## src/rtl/sram_pkg.sv

```systemverilog
// Shared types and constants for the pixel-clock SRAM arbiter.
package sram_pkg;

  localparam int ADDR_W = 19;
  localparam int DATA_W = 8;

  localparam logic [2:0] RD_START = 3'd0;
  localparam logic [2:0] RD_LAST  = 3'd3;
  localparam logic [2:0] WR_START = 3'd4;
  localparam logic [2:0] WE_FIRST = 3'd5;
  localparam logic [2:0] WE_LAST  = 3'd6;
  localparam logic [2:0] WR_LAST  = 3'd7;

  typedef enum logic [1:0] {
    IDLE = 2'd0,
    ENG  = 2'd1,
    CPU  = 2'd2
  } owner_t;

endpackage

```

## src/rtl/sram_phase_gen.sv

```systemverilog
// Eight-phase frame counter; phase_next lets the arbiter register outputs for the coming phase.
module sram_phase_gen
  import sram_pkg::*;
(
  input  logic       clk_pixel,
  input  logic       rst,
  input  logic       phase_sync,
  output logic [2:0] phase,
  output logic [2:0] phase_next
);

  assign phase_next = (rst || phase_sync) ? RD_START : phase + 3'd1;

  always_ff @(posedge clk_pixel) begin
    if (rst) begin
      phase <= RD_START;
    end else begin
      phase <= phase_next;
    end
  end

endmodule

```

## src/rtl/sram_arbiter.sv

```systemverilog
// Time-slotted SRAM arbiter: a read slot (phases 0-3) and a write slot (phases 4-7) per frame,
// shared between the pixel engine and a CPU port with starvation protection for CPU writes.
module sram_arbiter
  import sram_pkg::*;
#(
  parameter logic [ADDR_W-1:0] IDLE_ADDR    = 19'h7FFFF,
  parameter int                STARVE_SLOTS = 4
) (
  input  logic              clk_pixel,
  input  logic              rst,
  input  logic              phase_sync,
  input  logic              eng_rd_en,
  input  logic [ADDR_W-1:0] eng_rd_addr,
  output logic [DATA_W-1:0] eng_rd_data,
  output logic              eng_rd_valid,
  input  logic              eng_wr_en,
  input  logic [ADDR_W-1:0] eng_wr_addr,
  input  logic [DATA_W-1:0] eng_wr_data,
  output logic              eng_wr_drop,
  input  logic              cpu_req,
  input  logic              cpu_rnw,
  input  logic [ADDR_W-1:0] cpu_addr,
  input  logic [DATA_W-1:0] cpu_wdata,
  output logic [DATA_W-1:0] cpu_rdata,
  output logic              cpu_ack,
  output logic [ADDR_W-1:0] ram_addr,
  input  logic [DATA_W-1:0] ram_din,
  output logic [DATA_W-1:0] ram_dout,
  output logic              ram_drive,
  output logic              ram_cel,
  output logic              ram_oel,
  output logic              ram_wel
);

  localparam int              CNT_W      = $clog2(STARVE_SLOTS + 1);
  localparam logic [CNT_W-1:0] STARVE_MAX = CNT_W'(STARVE_SLOTS);

  logic [2:0]       phase;
  logic [2:0]       phase_next;
  owner_t           rd_owner;
  owner_t           wr_owner;
  owner_t           rd_pick;
  owner_t           wr_pick;
  logic [CNT_W-1:0] starve_cnt;
  logic             cpu_armed;
  logic             cpu_rd_pend;
  logic             cpu_wr_pend;
  logic             force_cpu;

  sram_phase_gen u_phase_gen (
    .clk_pixel  (clk_pixel),
    .rst        (rst),
    .phase_sync (phase_sync),
    .phase      (phase),
    .phase_next (phase_next)
  );

  assign cpu_rd_pend = cpu_req && cpu_rnw && cpu_armed;
  assign cpu_wr_pend = cpu_req && !cpu_rnw && cpu_armed;
  assign force_cpu   = cpu_wr_pend && (starve_cnt == STARVE_MAX);

  always_comb begin
    rd_pick = IDLE;
    if (eng_rd_en)        rd_pick = ENG;
    else if (cpu_rd_pend) rd_pick = CPU;

    wr_pick = IDLE;
    if (force_cpu)        wr_pick = CPU;
    else if (eng_wr_en)   wr_pick = ENG;
    else if (cpu_wr_pend) wr_pick = CPU;
  end

  // Bus outputs are registered for the phase about to start, so slot decisions
  // sample the inputs on the edge that enters phase 0 or phase 4.
  always_ff @(posedge clk_pixel) begin
    if (rst) begin
      rd_owner     <= IDLE;
      wr_owner     <= IDLE;
      starve_cnt   <= '0;
      cpu_armed    <= 1'b1;
      ram_cel      <= 1'b1;
      ram_oel      <= 1'b1;
      ram_wel      <= 1'b1;
      ram_drive    <= 1'b0;
      ram_addr     <= IDLE_ADDR;
      ram_dout     <= '0;
      eng_rd_valid <= 1'b0;
      eng_rd_data  <= '0;
      eng_wr_drop  <= 1'b0;
      cpu_ack      <= 1'b0;
      cpu_rdata    <= '0;
    end else begin
      eng_rd_valid <= 1'b0;
      eng_wr_drop  <= 1'b0;
      cpu_ack      <= 1'b0;

      if (!cpu_req) cpu_armed <= 1'b1;

      // Only a read slot that really reaches the end of phase 3 returns data.
      if (phase == RD_LAST && phase_next == WR_START) begin
        if (rd_owner == ENG) begin
          eng_rd_data  <= ram_din;
          eng_rd_valid <= 1'b1;
        end else if (rd_owner == CPU) begin
          cpu_rdata <= ram_din;
          cpu_ack   <= 1'b1;
        end
      end

      if (phase == WE_LAST && phase_next == WR_LAST && wr_owner == CPU) cpu_ack <= 1'b1;

      case (phase_next)
        RD_START: begin
          rd_owner  <= rd_pick;
          ram_wel   <= 1'b1;
          ram_drive <= 1'b0;
          if (rd_pick == IDLE) begin
            ram_cel  <= 1'b1;
            ram_oel  <= 1'b1;
            ram_addr <= IDLE_ADDR;
          end else begin
            ram_cel  <= 1'b0;
            ram_oel  <= 1'b0;
            ram_addr <= (rd_pick == ENG) ? eng_rd_addr : cpu_addr;
          end
          if (rd_pick == CPU) begin
            starve_cnt <= '0;
            cpu_armed  <= 1'b0;
          end
        end

        WR_START: begin
          wr_owner    <= wr_pick;
          eng_wr_drop <= force_cpu && eng_wr_en;
          ram_oel     <= 1'b1;
          ram_wel     <= 1'b1;
          ram_drive   <= 1'b0;
          case (wr_pick)
            ENG: begin
              ram_cel  <= 1'b0;
              ram_addr <= eng_wr_addr;
              ram_dout <= eng_wr_data;
              if (cpu_wr_pend && starve_cnt != STARVE_MAX) starve_cnt <= starve_cnt + CNT_W'(1);
            end
            CPU: begin
              ram_cel    <= 1'b0;
              ram_addr   <= cpu_addr;
              ram_dout   <= cpu_wdata;
              starve_cnt <= '0;
              cpu_armed  <= 1'b0;
            end
            default: begin
              ram_cel  <= 1'b1;
              ram_addr <= IDLE_ADDR;
            end
          endcase
        end

        WE_FIRST: begin
          if (wr_owner != IDLE) begin
            ram_wel   <= 1'b0;
            ram_drive <= 1'b1;
          end
        end

        WR_LAST: begin
          ram_wel <= 1'b1;
        end

        default: ;
      endcase
    end
  end

endmodule
```

## config.mk

```make
export PLATFORM = sky130hd
export DESIGN_NAME = sram_arbiter
export DESIGN_NICKNAME = d
export VERILOG_FILES = /design/src/rtl/sram_pkg.sv /design/src/rtl/sram_phase_gen.sv /design/src/rtl/sram_arbiter.sv
export SDC_FILE = /design/constraint.sdc
export NUM_CORES = 1
export LEC_CHECK = 0
export BUFFER_PORTS_ARGS = -buffer_cell sky130_fd_sc_hd__buf_2
export CORE_MARGIN = 8
export CORE_UTILIZATION = 46
export DETAILED_ROUTE_END_ITERATION = 10
export PLACE_DENSITY = 0.89
export SLEW_MARGIN = 30
export SYNTH_ARGS = -nofsm -noshare
export SYNTH_HDL_FRONTEND = slang
export SYNTH_SLANG_ARGS = --single-unit
```

## constraint.sdc

```tcl
create_clock -name clk_pixel -period 2.8 [get_ports clk_pixel]
set_clock_uncertainty 0.05 [all_clocks]
set_input_delay 0.42 -clock clk_pixel [delete_from_list [all_inputs] [get_ports clk_pixel]]
set_output_delay 0.42 -clock clk_pixel [all_outputs]
set_load 0.01 [all_outputs]
```

[Yosys cells after proc, flatten, opt, wreduce, memory -nomap -nowiden]
Index checks and enable logic that the tools add are counted.
Word-level totals
  input port bits: 88
  word-level logic and storage cells: 101
  output and inout bits: 50
  bits in registers: 61
Cells by class
  mux-type cells: 32
  reduce and logical (&&, ||, !) cells: 30
  eq/ne operators: 18
  add/sub/neg operators: 2
  bitwise operators: 3
Operator list (number)
  $pmux 19 s2: 2
  $mux 19: 2
  $pmux 8 s2: 1
  $eq 3x3->1 const B: 5
  $mux 1: 12
  $pmux 3 s2: 2
  $logic_and 1x1->1: 10
  $mux 2: 5
  $pmux 1 s2: 5
  $reduce_bool 2->1: 5
  $mux 3: 3
  $eq 2x2->1 const B: 4
  $reduce_and 2->1: 4
  $reduce_or 2->1: 4
  $add 3x1->3 const B: 2
  $eq 2x1->1 const B: 3
  $ne 3x3->1 const B: 2
  $ne 2x2->1 const B: 2
  $reduce_and 4->1: 1
  $eq 3x2->1 const B: 1
  $logic_not 3->1: 1
  $ne 3x1->1 const B: 1
  $not 1->1: 3
  $reduce_and 3->1: 1
  other kinds (4): 4

[Depth between registers and ports, before layout]
  depth in word-level cells: 10
  depth in mapped cells: 10
  depth with buffers taken out: 7

[Cells and area by module]
A second synthesis with hierarchy kept.
Second synthesis, totals
  cell total of the unflattened synthesis: 306
  area total of the unflattened synthesis: 2876.5 um^2
By module, submodules not included
  sram_arbiter: area an instance 2760.1 um^2, sequential area each 1161.1 um^2, times used 1, cells an instance 295
  sram_phase_gen: area an instance 116.4 um^2, sequential area each 60.1 um^2, times used 1, cells an instance 11

[Worst setup path after synthesis]
Ideal clock, no wire load.
  kind: register -> register
  from: register u_phase_gen.phase[0]
  to: register ram_wel
  library setup time: 0.149 ns
  data arrival time: 2.192 ns
  period minus slack after synthesis: 2.391 ns
  buffers on the path: 5
  stages on the path, launching flop included: 10
  required time: 2.601 ns
  path slack: 0.409 ns
  path through: dfxtp_1 -> clkbuf_1 -> inv_1 -> ha_1 -> clkbuf_1 -> a211oi_1 -> buf_2 -> clkbuf_1 -> clkbuf_1 -> o311ai_0
On the way
  cells in the longest elaborated chain, start to end: 6
  elaborated cells on any way between the ends: 11
  classes of those cells: add/sub (1); eq/ne (4); mux (2); reduce/logical (4)
RTL lines
  start: declaration: line sram_phase_gen.sv:8  | output logic [2:0] phase,
  start signal: assignment: line sram_phase_gen.sv:18  | phase <= phase_next;
  $add 3x1->3 (*): line sram_phase_gen.sv:12  | assign phase_next = (rst || phase_sync) ? RD_START : phase + 3'd1;
  $mux 3 (*): line sram_phase_gen.sv:12
  $eq 3x3->1 or $logic_not 3->1 (tied branches): line sram_arbiter.sv:112  | case (phase_next)
  $reduce_or 3->1 (no line)
  $reduce_bool 2->1 (no line)
  $reduce_and 2->1 (no line)
  end signal: assignment: line sram_arbiter.sv:115  | ram_wel <= 1'b1;
  end signal: assignment: line sram_arbiter.sv:136  | ram_wel <= 1'b1;
  end signal: assignment: line sram_arbiter.sv:161  | ram_wel <= 1'b0;
  end: declaration: line sram_arbiter.sv:32  | output logic ram_wel
Mark *: on every way between the ends. The rest lies on a longest branch, timed or not.
A chain may end at the register's enable or synchronous reset.

[Final worst setup path]
  from: register u_phase_gen.phase[0]
  to: register starve_cnt[1]
On the way
  cells in the longest elaborated chain, start to end: 5
  elaborated cells on any way between the ends: 10
  classes of those cells: add/sub (1); eq/ne (4); mux (2); reduce/logical (3)
RTL lines
  $add 3x1->3 (*): line sram_phase_gen.sv:12
  $mux 3 (*): line sram_phase_gen.sv:12
  $eq 3x3->1 or $logic_not 3->1 (tied branches): line sram_arbiter.sv:112
  $ne 3x1->1 (no line) (tied with other cells)
  $reduce_and 4->1 (no line)
  end signal: assignment: line sram_arbiter.sv:143  | if (cpu_wr_pend && starve_cnt != STARVE_MAX) starve_cnt <= starve_cnt + CNT_W'(1);
  end: declaration: line sram_arbiter.sv:44  | logic [CNT_W-1:0] starve_cnt;
Marked as above.

==> impl_results.md <==
- RSZ-0062 raised after global routing: no
- Post-synth EDFFs: 0
- Initial Util: 47.8%
- CTS tree: done
- Power Dens Cells: 475 nW/µm²
- Fin cells: 542
- Root Buffer: clkbuf_8
- Synthesized instance count: 328
- Vias in the first global route: 3,143
- Largest stage delay, worst path: 0.52 ns
- Slew at the pin closest to its max-slew limit: 0.593 ns
- VDD IR max: 0.300 mV
- Max Clock Freq: 401 MHz
- Fillers: 528
- Antenna Cells: 0
- CP most frequent cell: ha_1
- Syn nets: 421
- Crit path cell chain: ha_1, ha_1, or3_1, mux2_4, or4b_1, a21oi_1
- Period utilisation layout: 89.0%
- Cell Rows: 28
- Final #Nets: 555
- Antenna violations before repair: 0
- Grt total ovfl: 0
- Die footprint: 8960 µm²
- Fraction of power spent switching nets: 26.3%
- DR DRC count: 0
- Pint: 0.00132 W
- Seq/Total Area, Yosys: 42.9%
- Setup crit start: u_phase_gen.phase[0]$_SDFF_PP0_
- Horiz. Die Dim: 94.7 µm
- Clock Pin Slew Worst Setup and Hold Paths: 0.06 ns
- CP Max Fanout: 9
- Antenna viol nets, final: 0
- Power share of the combinational group: 14.3%
- IO Port Bufs: 137
- Resized Gates After CTS: 0
- Post-CTS Setup Inserts: 0
- Final setup fails: 0
- Die height: 94.7 µm
- Psw: 0.000472 W
- Critical-path top delay cell: or3_1
- Fin. max-slew vios: 0
- Clk buf depth: 2
- Unique masters post-synth: 42
- Layout area overhead: 33.0%
- Fin. Hold Viols: 0
- Worst Setup Start Kind: register
- Vias/cell: 5.60
- Cell area after synthesis: 2850 µm²
- H-Tree Depth: 3
- Yosys Warn Count: 0
- Seq pwr share: 50.7%
- Area of the core: 5960 µm²
- Setup_tns: 0 ns
- Reg2Reg Launch Point: u_phase_gen.phase[0]$_SDFF_PP0_
- Status: finished clean
- Static Leak: 1.87 nW
- Number of synthesized register bits: 61
- First-pass GRT wire length: 14,000 µm
- Drt pass-1 iters: 4
- Iter 0 DRT Violations: 185
- Share of layout cells above drive strength 1: 37.0%
- Clock Latency Late Sink: 0.32 ns
- Wire per inst: 16.1 µm
- CTS buffer count: 9
- Total GRT Usage: 19.6%
- Placed Cells: 526
- Detailed-placement wirelength estimate: 6550 µm
- Critical path capture point type: register
- Worst Reg-to-Reg Cells: 6
- Synth async-reset ratio: 0%
- Worst EP arrival: 2.70 ns
- Clock Sinks: 61
- Total number of vias: 3,036
- Io pins: 138
- Gpl congestion: 0.864
- Worst Path Class, Setup: reg2reg
- Post-CTS Hold Buffers: 0
- Pin count of the biggest net entering global routing: 58
- DRT Wirelength: 8710 µm
- Synth Flop Type: dfxtp_1
- Slew HR: 60.5%
- Syn_area_per_cell: 8.68 µm²
- Crit Reg-Reg Endpoint: starve_cnt[1]$_SDFFE_PP0P_
- Tmin final: 2.49 ns
- Critical Path Sink: starve_cnt[1]$_SDFFE_PP0P_
- Worst path required time: 3.00 ns
- R2R Setup Slk: 0.31 ns
- HP Class: in2reg
- MaxCap Viol Count: 0
- Clock group share of total power: 35.0%
-- power groups by stage --
stage	logic, W	registers, W	clock network (W)
after floorplan	0.000116	0.000939	0
after global placement	0.000248	0.000928	0
after detailed placement	0.000255	0.000928	0
after CTS	0.000257	0.000910	0.000651
after global routing	0.000282	0.000912	0.000696
final	0.000258	0.000910	0.000629
-- synth_stat cells (2+ instances only) --
master | n | share of area (%)
or2_2 | 3 | 0.66
a21oi_1 | 39 | 6.9
mux2i_1 | 32 | 11
nand4_1 | 2 | 0.44
nand2_1 | 6 | 0.79
nor2b_1 | 2 | 0.44
clkbuf_1 | 19 | 2.5
a2111oi_0 | 7 | 2.2
o21ai_0 | 16 | 2.8
o22ai_1 | 7 | 1.5
o221ai_1 | 12 | 3.7
a211oi_1 | 9 | 2.4
ha_1 | 5 | 2.2
inv_1 | 22 | 2.9
nand3_1 | 12 | 2.1
nor3_1 | 6 | 1.1
nand2b_1 | 2 | 0.44
nand4b_1 | 2 | 0.62
nor2_1 | 37 | 4.9
buf_2 | 6 | 1.1
dfxtp_1 | 61 | 43
-- how the worst min path moves through the flow --
| stage | startpoint | end | slack [ns] | depth (start not counted) |
|---|---|---|---|---|
| after detailed placement | ram_oel$_SDFFE_PP1P_ | ram_oel$_SDFFE_PP1P_ | 0.41 | 2 |
| after floorplan | wr_owner[0]$_SDFFE_PP0N_ | wr_owner[0]$_SDFFE_PP0N_ | 0.39 | 2 |
| after CTS | ram_din[7] | cpu_rdata[7]$_SDFFE_PP0P_ | 0.28 | 3 |
| final | ram_din[7] | cpu_rdata[7]$_SDFFE_PP0P_ | 0.29 | 3 |
| after global routing | ram_din[4] | cpu_rdata[4]$_SDFFE_PP0P_ | 0.28 | 3 |
| after global placement | ram_oel$_SDFFE_PP1P_ | ram_oel$_SDFFE_PP1P_ | 0.40 | 2 |
-- metal layers --
layer  wire [µm]  track usage, %  vias up
met5           0               0        -
met1        3380            21.1     1429
met4         195            10.0        0
met3         525            5.32       18
met2        4610            34.6      130
li1            -               -     1459
-- worst max-delay path, delay by kind of cell (launching register included) --
| kind | cells | cell delay, ns |
|---|---|---|
| flip-flops | 1 | 0.32 |
| multiplexers | 1 | 0.37 |
| AND/OR/NAND/NOR | 2 | 1.03 |
| adder cells (fa/ha/maj) | 2 | 0.50 |
| AO/OA/AOI/OAI | 1 | 0.15 |
-- layout make-up --
| cell class | count | area (µm²) | area share (%) |
|---|---|---|---|
| clock inverters | 5 | 27.5 | 0.727 |
| repair buffers | 150 | 783 | 20.7 |
| clock buffers | 11 | 131 | 3.47 |
| flip-flops and latches | 61 | 1220 | 32.3 |
| inverters | 22 | 82.6 | 2.18 |
| multi-input cells | 218 | 1450 | 38.2 |
| well taps | 75 | 93.8 | 2.48 |
-- sequential cells by signal (all words and copies together) (netlist names), 2 cells and up --
register / flops
ram_addr: 19
u_phase_gen.phase: 3
rd_owner: 2
ram_dout: 8
eng_rd_data: 8
wr_owner: 2
starve_cnt: 3
cpu_rdata: 8
-- kinds of logic after synthesis --
kind of cell / Yosys count / share of synthesized area (%)
compound gates: 102 / 23.2
fa+ha+maj: 5 / 2.20
buf+inv: 49 / 6.99
flops: 61 / 42.9
mux: 33 / 11.8
simple gates: 78 / 13.0
-- cells in the final DEF, fill, tap and decap left out, types with 4 or more instances in the layout --
cell	netlist	layout
dfxtp_1	61	61
inv_1	22	22
a2111oi_0	7	7
buf_2	6	137
ha_1	5	5
clkbuf_8	0	9
o221ai_1	12	12
buf_4	0	13
nand2_1	6	6
o22ai_1	7	7
mux2i_1	32	32
clkinv_2	0	4
a211oi_1	9	8
o21ai_0	16	15
nand3_1	12	12
nor3_1	6	6
nor2_1	37	37
a21oi_1	39	39
-- through the flow --
step                      worst slack (ns)  util [%]  hold WS (ns)  area, µm²  power [W]
final                                0.307      63.6         0.292       3790    0.00180
after global routing                 0.173      63.6         0.280       3790    0.00189
after CTS                            0.309      63.6         0.277       3790    0.00182
after detailed placement             0.329      60.9         0.407       3630    0.00118
after global placement               0.391      60.9         0.400       3630    0.00118
after floorplan                      0.409         -         0.394       2850    0.00105
Power figures use the tool's default switching activity.
